**src/rtl/paint_pkg.sv**
```systemverilog
// Shared definitions for the VGA index RAM path: screen geometry, packed
// write-word layout and the fill engine state encoding.
package paint_pkg;

    localparam int H_ACTIVE = 640;
    localparam int V_ACTIVE = 480;
    localparam int ADDR_W   = 19;
    localparam int INDEX_W  = 8;
    localparam int X_W      = 10;
    localparam int Y_W      = 9;
    localparam int DATA_W   = 32;
    localparam int ADDR_LSB = 8;

    typedef enum logic [1:0] {
        IDLE = 2'd0,
        FILL = 2'd1,
        DONE = 2'd2
    } fill_state_e;

    // y*640 built from two shifts (512 + 128) so no multiplier is needed.
    function automatic logic [ADDR_W-1:0] row_base_of(input logic [Y_W-1:0] y);
        logic [ADDR_W-1:0] ye;
        ye = ADDR_W'(y);
        return (ye << 9) + (ye << 7);
    endfunction

endpackage

```
**src/rtl/raster_addr_gen.sv**
```systemverilog
// Raster-order address walker over an inclusive rectangle. Holds the x/y
// position, the running row base and the rectangle bounds.
module raster_addr_gen
    import paint_pkg::*;
(
    input  logic              iVGA_CLK,
    input  logic              iRST_n,
    input  logic              load_i,
    input  logic              step_i,
    input  logic [X_W-1:0]    xl_i,
    input  logic [X_W-1:0]    xr_i,
    input  logic [Y_W-1:0]    yt_i,
    input  logic [Y_W-1:0]    yb_i,
    output logic [ADDR_W-1:0] addr_o,
    output logic              last_o
);

    logic [X_W-1:0]    x_q, x_d, xl_q, xl_d, xr_q, xr_d;
    logic [Y_W-1:0]    y_q, y_d, yb_q, yb_d;
    logic [ADDR_W-1:0] row_base_q, row_base_d;

    assign addr_o = row_base_q + ADDR_W'(x_q);
    assign last_o = (x_q == xr_q) && (y_q == yb_q);

    // Load the rectangle origin, or advance one pixel in raster order.
    always_comb begin
        x_d        = x_q;
        y_d        = y_q;
        xl_d       = xl_q;
        xr_d       = xr_q;
        yb_d       = yb_q;
        row_base_d = row_base_q;
        if (load_i) begin
            xl_d       = xl_i;
            xr_d       = xr_i;
            yb_d       = yb_i;
            x_d        = xl_i;
            y_d        = yt_i;
            row_base_d = row_base_of(yt_i);
        end else if (step_i && !last_o) begin
            if (x_q < xr_q) begin
                x_d = x_q + 1'b1;
            end else begin
                x_d        = xl_q;
                y_d        = y_q + 1'b1;
                row_base_d = row_base_q + ADDR_W'(H_ACTIVE);
            end
        end
    end

    // Counter and bound registers.
    always_ff @(posedge iVGA_CLK or negedge iRST_n) begin
        if (!iRST_n) begin
            x_q        <= '0;
            y_q        <= '0;
            xl_q       <= '0;
            xr_q       <= '0;
            yb_q       <= '0;
            row_base_q <= '0;
        end else begin
            x_q        <= x_d;
            y_q        <= y_d;
            xl_q       <= xl_d;
            xr_q       <= xr_d;
            yb_q       <= yb_d;
            row_base_q <= row_base_d;
        end
    end

endmodule

```
**src/rtl/index_fill_writer.sv**
```systemverilog
// Rectangle-fill engine: accepts fill commands and streams one index-RAM
// write per pixel clock in raster order as {addr, index} packed words.
module index_fill_writer
    import paint_pkg::*;
(
    input  logic               iVGA_CLK,
    input  logic               iRST_n,
    input  logic               cmd_valid,
    output logic               cmd_ready,
    input  logic [X_W-1:0]     cmd_x0,
    input  logic [Y_W-1:0]     cmd_y0,
    input  logic [X_W-1:0]     cmd_x1,
    input  logic [Y_W-1:0]     cmd_y1,
    input  logic [INDEX_W-1:0] cmd_index,
    input  logic               cmd_abort,
    output logic [DATA_W-1:0]  data_index_out,
    output logic               ctrl_index_write_enable,
    output logic               busy,
    output logic               done
);

    fill_state_e        state_q, state_d;
    logic               we_q, we_d;
    logic [DATA_W-1:0]  data_q, data_d;
    logic [INDEX_W-1:0] index_q, index_d;
    logic               last_seen_q, last_seen_d;

    logic [X_W-1:0]     cx0, cx1, xl, xr;
    logic [Y_W-1:0]     cy0, cy1, yt, yb;
    logic               load, step, last;
    logic [ADDR_W-1:0]  addr;

    // Clamp corners to the visible area and order them into left/right, top/bottom.
    always_comb begin
        cx0 = (cmd_x0 > X_W'(H_ACTIVE - 1)) ? X_W'(H_ACTIVE - 1) : cmd_x0;
        cx1 = (cmd_x1 > X_W'(H_ACTIVE - 1)) ? X_W'(H_ACTIVE - 1) : cmd_x1;
        cy0 = (cmd_y0 > Y_W'(V_ACTIVE - 1)) ? Y_W'(V_ACTIVE - 1) : cmd_y0;
        cy1 = (cmd_y1 > Y_W'(V_ACTIVE - 1)) ? Y_W'(V_ACTIVE - 1) : cmd_y1;
        xl  = (cx0 <= cx1) ? cx0 : cx1;
        xr  = (cx0 <= cx1) ? cx1 : cx0;
        yt  = (cy0 <= cy1) ? cy0 : cy1;
        yb  = (cy0 <= cy1) ? cy1 : cy0;
    end

    raster_addr_gen u_gen (
        .iVGA_CLK (iVGA_CLK),
        .iRST_n   (iRST_n),
        .load_i   (load),
        .step_i   (step),
        .xl_i     (xl),
        .xr_i     (xr),
        .yt_i     (yt),
        .yb_i     (yb),
        .addr_o   (addr),
        .last_o   (last)
    );

    // Next state, write strobe and packed word; a pixel is presented each FILL
    // edge until the last one has been shown or an abort is sampled.
    always_comb begin
        state_d     = state_q;
        we_d        = 1'b0;
        data_d      = data_q;
        index_d     = index_q;
        last_seen_d = last_seen_q;
        load        = 1'b0;
        step        = 1'b0;
        case (state_q)
            IDLE, DONE: begin
                state_d = IDLE;
                if (cmd_valid) begin
                    load        = 1'b1;
                    index_d     = cmd_index;
                    last_seen_d = 1'b0;
                    state_d     = FILL;
                end
            end
            FILL: begin
                if (cmd_abort || last_seen_q) begin
                    state_d = DONE;
                end else begin
                    we_d        = 1'b1;
                    data_d      = (DATA_W'(addr) << ADDR_LSB) | DATA_W'(index_q);
                    step        = 1'b1;
                    last_seen_d = last;
                end
            end
            default: state_d = IDLE;
        endcase
    end

    // State and registered output stage.
    always_ff @(posedge iVGA_CLK or negedge iRST_n) begin
        if (!iRST_n) begin
            state_q     <= IDLE;
            we_q        <= 1'b0;
            data_q      <= '0;
            index_q     <= '0;
            last_seen_q <= 1'b0;
        end else begin
            state_q     <= state_d;
            we_q        <= we_d;
            data_q      <= data_d;
            index_q     <= index_d;
            last_seen_q <= last_seen_d;
        end
    end

    assign cmd_ready               = (state_q != FILL);
    assign busy                    = (state_q == FILL);
    assign done                    = (state_q == DONE);
    assign ctrl_index_write_enable = we_q;
    assign data_index_out          = data_q;

endmodule

```
**config.mk**
```make
export PLATFORM = sky130hd
export DESIGN_NAME = index_fill_writer
export DESIGN_NICKNAME = d
export VERILOG_FILES = /design/src/rtl/paint_pkg.sv /design/src/rtl/raster_addr_gen.sv /design/src/rtl/index_fill_writer.sv
export SDC_FILE = /design/constraint.sdc
export NUM_CORES = 1
export LEC_CHECK = 0
export CAP_MARGIN = 20
export CORE_UTILIZATION = 45
export DETAILED_ROUTE_END_ITERATION = 12
export GPL_ROUTABILITY_DRIVEN = 0
export GPL_TIMING_DRIVEN = 0
export HOLD_SLACK_MARGIN = 0.02
export PLACE_DENSITY = 0.7
export SYNTH_ARGS = -nofsm -noshare
export SYNTH_HDL_FRONTEND = slang
export SYNTH_SLANG_ARGS = --single-unit
export TNS_END_PERCENT = 100
```
**constraint.sdc**
```tcl
create_clock -name iVGA_CLK -period 2.9 [get_ports iVGA_CLK]
set_input_delay 0.58 -clock iVGA_CLK [delete_from_list [all_inputs] [get_ports iVGA_CLK]]
set_output_delay 0.58 -clock iVGA_CLK [all_outputs]
set_load 0.02 [all_outputs]
```
Word-level counts from Yosys, hierarchy flattened
Index checks and enable logic that the tools add are counted.
{ "classes": {"addsub": 5, "n_lt_le_gt_ge": 7, "eq_ne": 9, "muxes": 27, "bitwise_logic": 2, "reduce_logical": 12} }
{ "op_table": {"columns": ["operator", "count"], "rows": [
  ["$mux 10", 7],
  ["$mux 9", 7],
  ["$mux 19", 3],
  ["$or 27x8->27", 1],
  ["$gt 10x10->1 const B", 2],
  ["$add 18x16->19", 1],
  ["$add 19x10->19", 1],
  ["$add 19x10->19 const B", 1],
  ["$gt 9x9->1 const B", 2],
  ["$add 10x1->10 const B", 1],
  ["$eq 10x10->1", 1],
  ["$le 10x10->1", 1],
  ["$lt 10x10->1", 1],
  ["$add 9x1->9 const B", 1],
  ["$eq 9x9->1", 1],
  ["$le 9x9->1", 1],
  ["$mux 1", 7],
  ["$ne 2x2->1 const B", 3],
  ["$reduce_and 2->1", 3],
  ["$ne 2x1->1 const B", 2],
  ["$pmux 2 s2", 1],
  ["$reduce_bool 2->1", 2],
  ["$reduce_and 3->1", 1],
  ["$eq 2x1->1 const B", 1],
  ["other kinds (9)", 10]
]} }
{ "totals": {"register_bits": 111, "inputBits": 50, "output_inout_bits": 36, "word_cells": 73} }

Longest topological paths before layout
Gate-level depths: netlist of the first run.
{ "logic_depth": {"ltp_word": 6, "mapped_depth": 23, "depth_no_buf": 20} }

Modules after synthesis
A second synthesis of the first run with hierarchy kept.
{ "unflattened": {"hier_cells": 650, "area_unflattened_um2": 6449.9} }
{ "modules_own_cells": {"columns": ["module", "instances", "cells_per_inst", "area_each_um2", "seq_area_each_um2"], "rows": [
  ["raster_addr_gen", 1, 408, 3887.5, 1501.4],
  ["index_fill_writer", 1, 242, 2562.5, 975.9]
]} }

Least setup slack after synthesis of the first run
OpenSTA, ideal clock, no wires.
{ "synth_timing": {"kind": "input to register", "from": "input port cmd_y1[6]", "to": "register u_gen.row_base_q[17]", "setup_time_ns": 0.135, "arrival_time_ns": 4.319, "required_time_ns": 2.765, "path_slack_ns": -1.554, "cell_stages": 21, "n_path_buf": 3, "path_cell_list": "and4_1 buf_2 nor2_1 ha_1 nand2_1 a21o_1 a221oi_2 a221o_1 buf_4 nand2_4 buf_6 o21a_1 ha_1 fa_1 a21o_1 a21oi_1 o21bai_1 a31oi_1 a211oi_1 nor4_1 o22ai_1"} }
{ "synth_via": {"elab_chain_cells": 6} }
{ "synth_rtl": {"columns": ["item", "line", "rtl"], "rows": [
  ["start: declaration", "index_fill_writer.sv:13", "input logic [Y_W-1:0] cmd_y1,"],
  ["$gt 9x9->1", "index_fill_writer.sv:38", "cy1 = (cmd_y1 > Y_W'(V_ACTIVE - 1)) ? Y_W'(V_ACTIVE - 1) : cmd_y1;"],
  ["$mux 9 *", "index_fill_writer.sv:38", null],
  ["$le 9x9->1", "index_fill_writer.sv:41", "yt = (cy0 <= cy1) ? cy0 : cy1;"],
  ["$mux 9 *", "index_fill_writer.sv:41", null],
  ["$add 18x16->19 *", "paint_pkg.sv:24", "return (ye << 9) + (ye << 7);"],
  ["$mux 19 *", "raster_addr_gen.sv:33", "if (load_i) begin"],
  ["end signal: assignment", "raster_addr_gen.sv:66", "row_base_q <= row_base_d;"],
  ["end: declaration", "raster_addr_gen.sv:20", "logic [ADDR_W-1:0] row_base_q, row_base_d;"]
]} }
Every way passes the cells marked *; elsewhere a longest branch is shown, timed or not.
A chain may end at the register's enable or synchronous reset.

Worst setup path after layout of the first run
{ "layout_timing": {"from": "input port cmd_y0[6]", "to": "register u_gen.row_base_q[17]"} }
{ "layout_via": {"elab_chain_cells": 6} }
{ "layout_rtl": {"columns": ["item", "line", "rtl"], "rows": [
  ["start: declaration", "index_fill_writer.sv:11", "input logic [Y_W-1:0] cmd_y0,"],
  ["$gt 9x9->1", "index_fill_writer.sv:37", "cy0 = (cmd_y0 > Y_W'(V_ACTIVE - 1)) ? Y_W'(V_ACTIVE - 1) : cmd_y0;"],
  ["$mux 9 *", "index_fill_writer.sv:37", null],
  ["$le 9x9->1", "index_fill_writer.sv:41", null],
  ["$mux 9 *", "index_fill_writer.sv:41", null],
  ["$add 18x16->19 *", "paint_pkg.sv:24", null],
  ["$mux 19 *", "raster_addr_gen.sv:33", null]
]} }
Marked as above.

==> summary.md, run 1 <==
| Metric | Value |
|---|---|
| Clk_lat worst skew | `around 0.35 ns` |
| Crit Path Class | `input port to flip-flop` |
| H-tree levels | `3` |
| Fillers | `1,149` |
| GRT busiest layer | `met2` |
| DRT Wirelength | `~19 mm` |
| Arr. time, crit path | `about 4.3 ns` |
| Violated checks | `negative setup slack` |
| Via count of the first global-routing pass | `roughly 5,700` |
| Worst-margin pin slew | `between 0.7 and 0.8 ns` |
| CTS Buf Count | `9` |
| Post-synth EDFFs | `0` |
| Placed cell count | `between 1,000 and 1,500` |
| Area of the multi-input gates | `about 4200 sq um` |
| Vias per cell | `around 5.6` |
| Die Height | `between 100 and 150 um` |
| Die footprint | `between 10,000 and 15,000 sq um` |
| Max clock buf depth | `2` |
| Period utilization | `139%` |
| Largest net degree at the start of global routing | `70` |
| Clock slew at reported path FFs | `~0.070 ns` |
| Clk root buf | `clkbuf_16` |
| Final Non-Filler Cells | `~1,100` |
| Power, Total | `7.11 mW` |
| Status | `complete, but fails checks` |
| Unrepaired setup endpoints after global routing | `yes` |
| Initial antenna violation count | `0` |
| P&R area growth vs syn | `37.8%` |
| FFs w/ async S/R, synth | `between 90% and 100%` |
| Post-Synthesis Cells | `777` |
| IO Port Bufs | `80` |
| Initial DRT Pass Iterations | `5` |
| Slew Viols, Final | `0` |
| Diode count | `0` |
| Initial core utilization | `a little under half` |
| Layout cells sized above 1 | `22.7%` |
| Synth cell types | `a little over 60` |
| Worst Setup Slack post-DPL | `-2.24 ns` |
| Warnings, synthesis | `0` |
| TNS Setup | `-7.43 ns` |
| Setup WS post-layout | `-1.14 ns` |
| Skew final | `0.0107 ns` |
| Via count | `approximately 6,200` |
| GR Util met1 | `between 30% and 40%` |
| Final setup viols | `9` |
| Sink Count | `slightly below 100` |
| Sequential fraction of the synthesis area | `between 30% and 40%` |
| Synthesis-stage register bit count | `99` |
| DR iter-0 viols | `428` |
| M2 GR Usage | `39.1%` |
| Final #Nets | `roughly 1,000` |
| Met3 GRT Util | `under 10%` |
| VDD IR-drop max | `0.000408 V` |
| Setup crit end kind | `flip-flop` |
| # rows | `between 40 and 50` |
| CTS tree | `yes` |
| Main synth FF type | `dfrtp_1` |
| Remaining Overflow, GRT | `0` |
| Syn Area/Cell | `about 8.3 sq um` |
| Rel. slew slack | `roughly 53%` |
| Worst endpoint required time | `roughly 3.2 ns` |
| First-pass GRT wire length | `28.7 mm` |
| Die W | `roughly 120 um` |
| Remaining DRCs | `0` |
| Global Route Usage Sum | `between 20% and 30%` |
| Storage cell area | `2480 sq um` |
| Hold Crit Class | `input port to asynchronous set/reset pin` |
| Leakage | `just under 4 nW` |
| DP Area | `~7600 sq um` |
| Crit start category | `input port` |
| Post-route antenna net violation count | `0` |
| I/O pin count | `86` |
| Max-Cap Viols | `0` |
| Max frequency | `~250 MHz` |
| CP Max Fanout | `6` |
| Core area | `approximately 14,000 sq um` |
| Mapped cell area | `~6500 sq um` |
| Pwr dens | `between 700 and 800 nW/um^2` |
| WL/cell | `roughly 17 um` |
| Final Cell Area | `roughly 9000 sq um` |
| Hold WS | `0.164 ns` |
| Final Core Density | `a little under two thirds` |
| Dpl hpwl | `12.4 mm` |
| Crit path time final | `between 4 and 5 ns` |
| Hold Vio Cnt, Final | `0` |
## synthesized netlist by cell type, types with 2 or more instances
cell,n,area (sq um)
nand2_1,146,548
dfrtp_1,99,2480
nor2_1,59,221
o21ai_0,46,230
a21oi_1,45,225
ha_1,40,500
inv_1,37,139
clkbuf_1,29,109
o21ai_1,24,120
nand3_1,21,105
xor2_1,21,184
xnor2_1,20,175
o211ai_1,15,113
a31oi_1,13,81.3
nor3_1,12,60.1
a21o_1,11,82.6
nor4_1,10,62.6
buf_2,9,45.0
buf_4,9,67.6
nor2b_1,9,56.3
a211oi_1,8,60.1
nand2b_1,7,43.8
nand4_1,7,43.8
and3_1,6,37.5
o311ai_0,6,52.6
mux2i_1,5,50.1
buf_1,4,15.0
mux2_2,4,45.0
o21a_1,4,30.0
o21bai_1,4,30.0
a221o_1,3,30.0
and4_1,3,26.3
o22ai_1,3,18.8
a211o_1,2,17.5
a21oi_2,2,17.5
a221oi_1,2,17.5
a221oi_2,2,30.0
a2bb2oi_1,2,17.5
a311oi_1,2,17.5
and2_1,2,12.5
mux2_4,2,30.0
o32ai_2,2,32.5
or2_2,2,12.5
## worst max-delay path: stages
cell      delay [ns]
buf_8           0.10
and4_1          0.19
buf_6           0.13
or2_4           0.24
ha_4            0.27
and3_4          0.17
nor2b_4         0.14
a221o_1         0.16
buf_6           0.12
nand2_8         0.05
buf_8           0.14
o21a_4          0.21
ha_4            0.16
fa_2            0.38
a21o_1          0.18
a21oi_2         0.22
o21bai_2        0.13
a31oi_4         0.26
nor3_1          0.07
a211o_1         0.29
o22ai_2         0.11
## flip-flops by register name (all words and copies together) (netlist names)
register and flops:
ctrl_index_write_enable 1, last_seen_q 1, u_gen.xr_q 10, u_gen.xl_q 10
u_gen.yb_q 9, state_q 2, u_gen.y_q 9, index_q 8
u_gen.x_q 10, data_index_out 27, u_gen.row_base_q 12
## metal layers
layer  vias up  share of wire [%]
met5         -                  0
met2       203                 47
li1       3010                  -
met4         0                2.0
met3        31                4.9
met1      2976                 46
## cell type report
type | instances | share of cell area (%)
clock buffers | 10 | 2.68
plain buffers | 50 | 3.16
flip-flops and latches | 99 | 27.8
multi-input cells | 592 | 46.9
clock inverters | 6 | 0.969
repair buffers | 136 | 14.4
well taps | 180 | 2.53
inverters | 38 | 1.63
## power breakdown
part	switching (mW)	leakage, nW	internal [mW]
combinational	1.88	2.61	1.57
sequential	0.451	1.19	1.88
clock	0.542	0.159	0.780
## placed cells by master, fill, tap and decap left out, drive strengths merged, types with 8 or more instances in the layout
| cell | n |
|---|---|
| nand2 | 147 |
| dfrtp | 99 |
| buf | 88 |
| o21ai | 70 |
| nor2 | 59 |
| clkdlybuf4s50 | 58 |
| a21oi | 47 |
| ha | 40 |
| inv | 39 |
| clkbuf | 37 |
| xor2 | 21 |
| nand3 | 21 |
| xnor2 | 20 |
| o211ai | 15 |
| a31oi | 13 |
| nor3 | 13 |
| a21o | 11 |
| nor4 | 10 |
| nor2b | 9 |
| a211oi | 8 |
## kinds of logic after synthesis
group                      share of synthesized area, %
muxes                                              1.93
xor gates and xnor gates                           5.55
and+or+nand+nor                                    19.7
AOI/OAI and AO/OA                                  20.4
adders and majority gates                          8.05
other                                            0.0580
DFF                                                38.3
buffers and inverters                              6.04
## timing repair
item	CTS	global route
pin swaps	37	46
resized for setup	124	71
hold buffers	0	0
setup endpoints to repair	60	45
buffers inserted	41	14
## final timing paths
check / start / endpoint / slack [ns] / depth (start not counted)
max: cmd_y0[6] / u_gen.row_base_q[17] / -1.14 / 21
min: iRST_n / u_gen.xl_q[3] / 0.16 / 1
max in group asynchronous: iRST_n / state_q[1] / 2.06 / 2
max reg2reg: u_gen.x_q[3] / u_gen.row_base_q[10] / 0.18 / 9
min reg2reg: index_q[5] / data_index_out[5] / 0.46 / 2
min in group iVGA_CLK: index_q[5] / data_index_out[5] / 0.46 / 2
Note: power is estimated with default switching activity, not from simulation.
==> inputs of run 2 (changes only) <==
CAP_MARGIN = default   (was 20)
==> run 2 against run 1 <==
  * The run still ends with negative setup slack left
  * Setup slack did not move
  * Combinational power barely moved
  * Design area did not move
  * Critical path type unchanged
  * Largest power group unchanged
  * Highest routed layer unchanged
==> summary.md, run 2 (synthesized netlist as in run 1, its figures left out) <==
| Metric | Value |
|---|---|
| Sink Count | `slightly below 100` |
| Period utilization | `139%` |
| Diode count | `0` |
| Initial antenna violation count | `0` |
| IO Port Bufs | `80` |
| Remaining Overflow, GRT | `0` |
| Clk root buf | `clkbuf_16` |
| Final Non-Filler Cells | `approximately 1,100` |
| Most frequent cells in the layout | `142 x nand2_1, 99 x dfrtp_1, 59 x buf_4, 58 x clkdlybuf4s50_1, 42 x nor2_1` |
| H-tree levels | `3` |
| First-pass GRT wire length | `between 20 and 30 mm` |
| Max clock buf depth | `2` |
| Crit path cell chain | `buf_8 -> and4_1 -> buf_6 -> or2_4 -> ha_4 -> and3_4 -> nor2b_4 -> a221o_1 -> buf_6 -> nand2_8 -> buf_8 -> o21a_4 -> ha_4 -> fa_2 -> a21o_1 -> a21oi_2 -> o21bai_2 -> a31oi_4 -> nor3_1 -> a211o_1 -> o22ai_2` |
| Fillers | `1,149` |
| Critical path origin | `cmd_y0[6]` |
| FF-to-FF Start | `u_gen.x_q[3]` |
| Die footprint | `between 10,000 and 15,000 sq um` |
| Final #Nets | `about 1,000` |
| I/O pin count | `86` |
| Placed cell count | `1,042` |
| Final setup viols | `9` |
| Slew Viols, Final | `0` |
| Via count | `around 6,200` |
| Hold Vio Cnt, Final | `0` |
| Clock slew at reported path FFs | `0.07 ns` |
| Worst-margin pin slew | `just over 0.7 ns` |
| Global Route Usage Sum | `between 20% and 30%` |
| CTS tree | `yes` |
| Largest net degree at the start of global routing | `70` |
| Setup WS post-layout | `-1.14 ns` |
| DR iter-0 viols | `around 430` |
| Crit Path Class | `input port to flip-flop` |
| Skew final | `around 0.011 ns` |
| WL/cell | `16.7 um` |
| CTS Buf Count | `9` |
| Violated checks | `negative setup slack` |
| Initial core utilization | `46.4%` |
| VDD IR-drop max | `0.000408 V` |
| DRT Wirelength | `18.5 mm` |
| Arr. time, crit path | `~4.3 ns` |
| Most common cell after layout, fill and taps aside | `nand2_1` |
| Die Height | `about 120 um` |
| Setup crit end kind | `flip-flop` |
| # rows | `43` |
| CP Max Fanout | `6` |
| Max reg flops | `27` |
| Crit path time final | `roughly 4 ns` |
| Layout cells sized above 1 | `a little under a quarter` |
| Dpl hpwl | `12.4 mm` |
| Storage cell area | `2480 sq um` |
| Via count of the first global-routing pass | `approximately 5,700` |
| Worst endpoint required time | `3.17 ns` |
| Rel. slew slack | `52.7%` |
| Unrepaired setup endpoints after global routing | `yes` |
| Hold Crit Class | `input port to asynchronous set/reset pin` |
| Remaining DRCs | `0` |
| Area of the multi-input gates | `4180 sq um` |
| Clk_lat worst skew | `0.35 ns` |
| Status | `complete, but fails checks` |
| Crit start category | `input port` |
| Max-Cap Viols | `0` |
| Die W | `between 100 and 150 um` |
| Critical path's slowest cell | `fa_2` |
| Final Cell Area | `8910 sq um` |
| DP Area | `7630 sq um` |
| Max stage delay on crit path | `0.38 ns` |
| Post-route antenna net violation count | `0` |
| Hold WS | `approximately 0.16 ns` |
| TNS Setup | `-7.43 ns` |
| Max frequency | `about 250 MHz` |
| Leakage | `3.96 nW` |
| Pwr dens | `around 800 nW/um^2` |
| Core area | `between 10,000 and 15,000 sq um` |
| P&R area growth vs syn | `37.8%` |
| Initial DRT Pass Iterations | `5` |
| Vias per cell | `roughly 5.6` |
run 2: per-stage QoR:
step	setup slack (ns)	util, %	power [mW]
3_5_place_dp	-2.24	54.7	5.40
2_1_floorplan	-1.24	-	4.37
3_3_place_gp	-2.50	54.6	5.33
4_1_cts	-1.08	61.2	6.91
5_1_grt	-1.29	63.9	7.60
6_report	-1.14	63.9	7.11
run 2: repair_timing:
| action | in CTS | in global routing |
|---|---|---|
| resized for setup | 124 | 71 |
| buffers inserted | 41 | 14 |
| hold buffers | 0 | 0 |
| endpoints found under the setup margin | 60 | 45 |
| pin swaps | 37 | 46 |
run 2: worst max-delay path, delay by kind of cell:
| kind | cells | cell delay (ns) |
|---|---|---|
| adder cells (fa/ha/maj) | 3 | 0.81 |
| buffers and inverters | 4 | 0.49 |
| AND/OR/NAND/NOR | 6 | 0.86 |
| AO/OA/AOI/OAI | 8 | 1.56 |
run 2: final timing paths:
path | end | slack, ns | depth (start not counted)
setup / recovery | u_gen.row_base_q[17] | -1.14 | 21
hold / removal | u_gen.xl_q[3] | 0.16 | 1
setup reg to reg | u_gen.row_base_q[10] | 0.18 | 9
hold reg to reg | data_index_out[5] | 0.46 | 2
max in group asynchronous | state_q[1] | 2.06 | 2
min in group iVGA_CLK | data_index_out[5] | 0.46 | 2
run 2: per-layer routing:
metal	GRT usage (%)	part of all wire, %
met1	34.9	46
met2	39.1	47
met3	3.18	4.9
met4	9.34	2.0
met5	0	0
run 2: report_power, final:
part	internal [mW]	switching, mW
clock network	0.780	0.542
registers	1.88	0.451
logic	1.57	1.88
run 2: cell type report:
| cell class | instances | area share (%) |
|---|---|---|
| plain buffers | 50 | 3.16 |
| clock buffers | 10 | 2.68 |
| clock inverters | 6 | 0.969 |
| inverters | 38 | 1.63 |
| multi-input cells | 592 | 46.9 |
| flip-flops and latches | 99 | 27.8 |
| well taps | 180 | 2.53 |
| repair buffers | 136 | 14.4 |
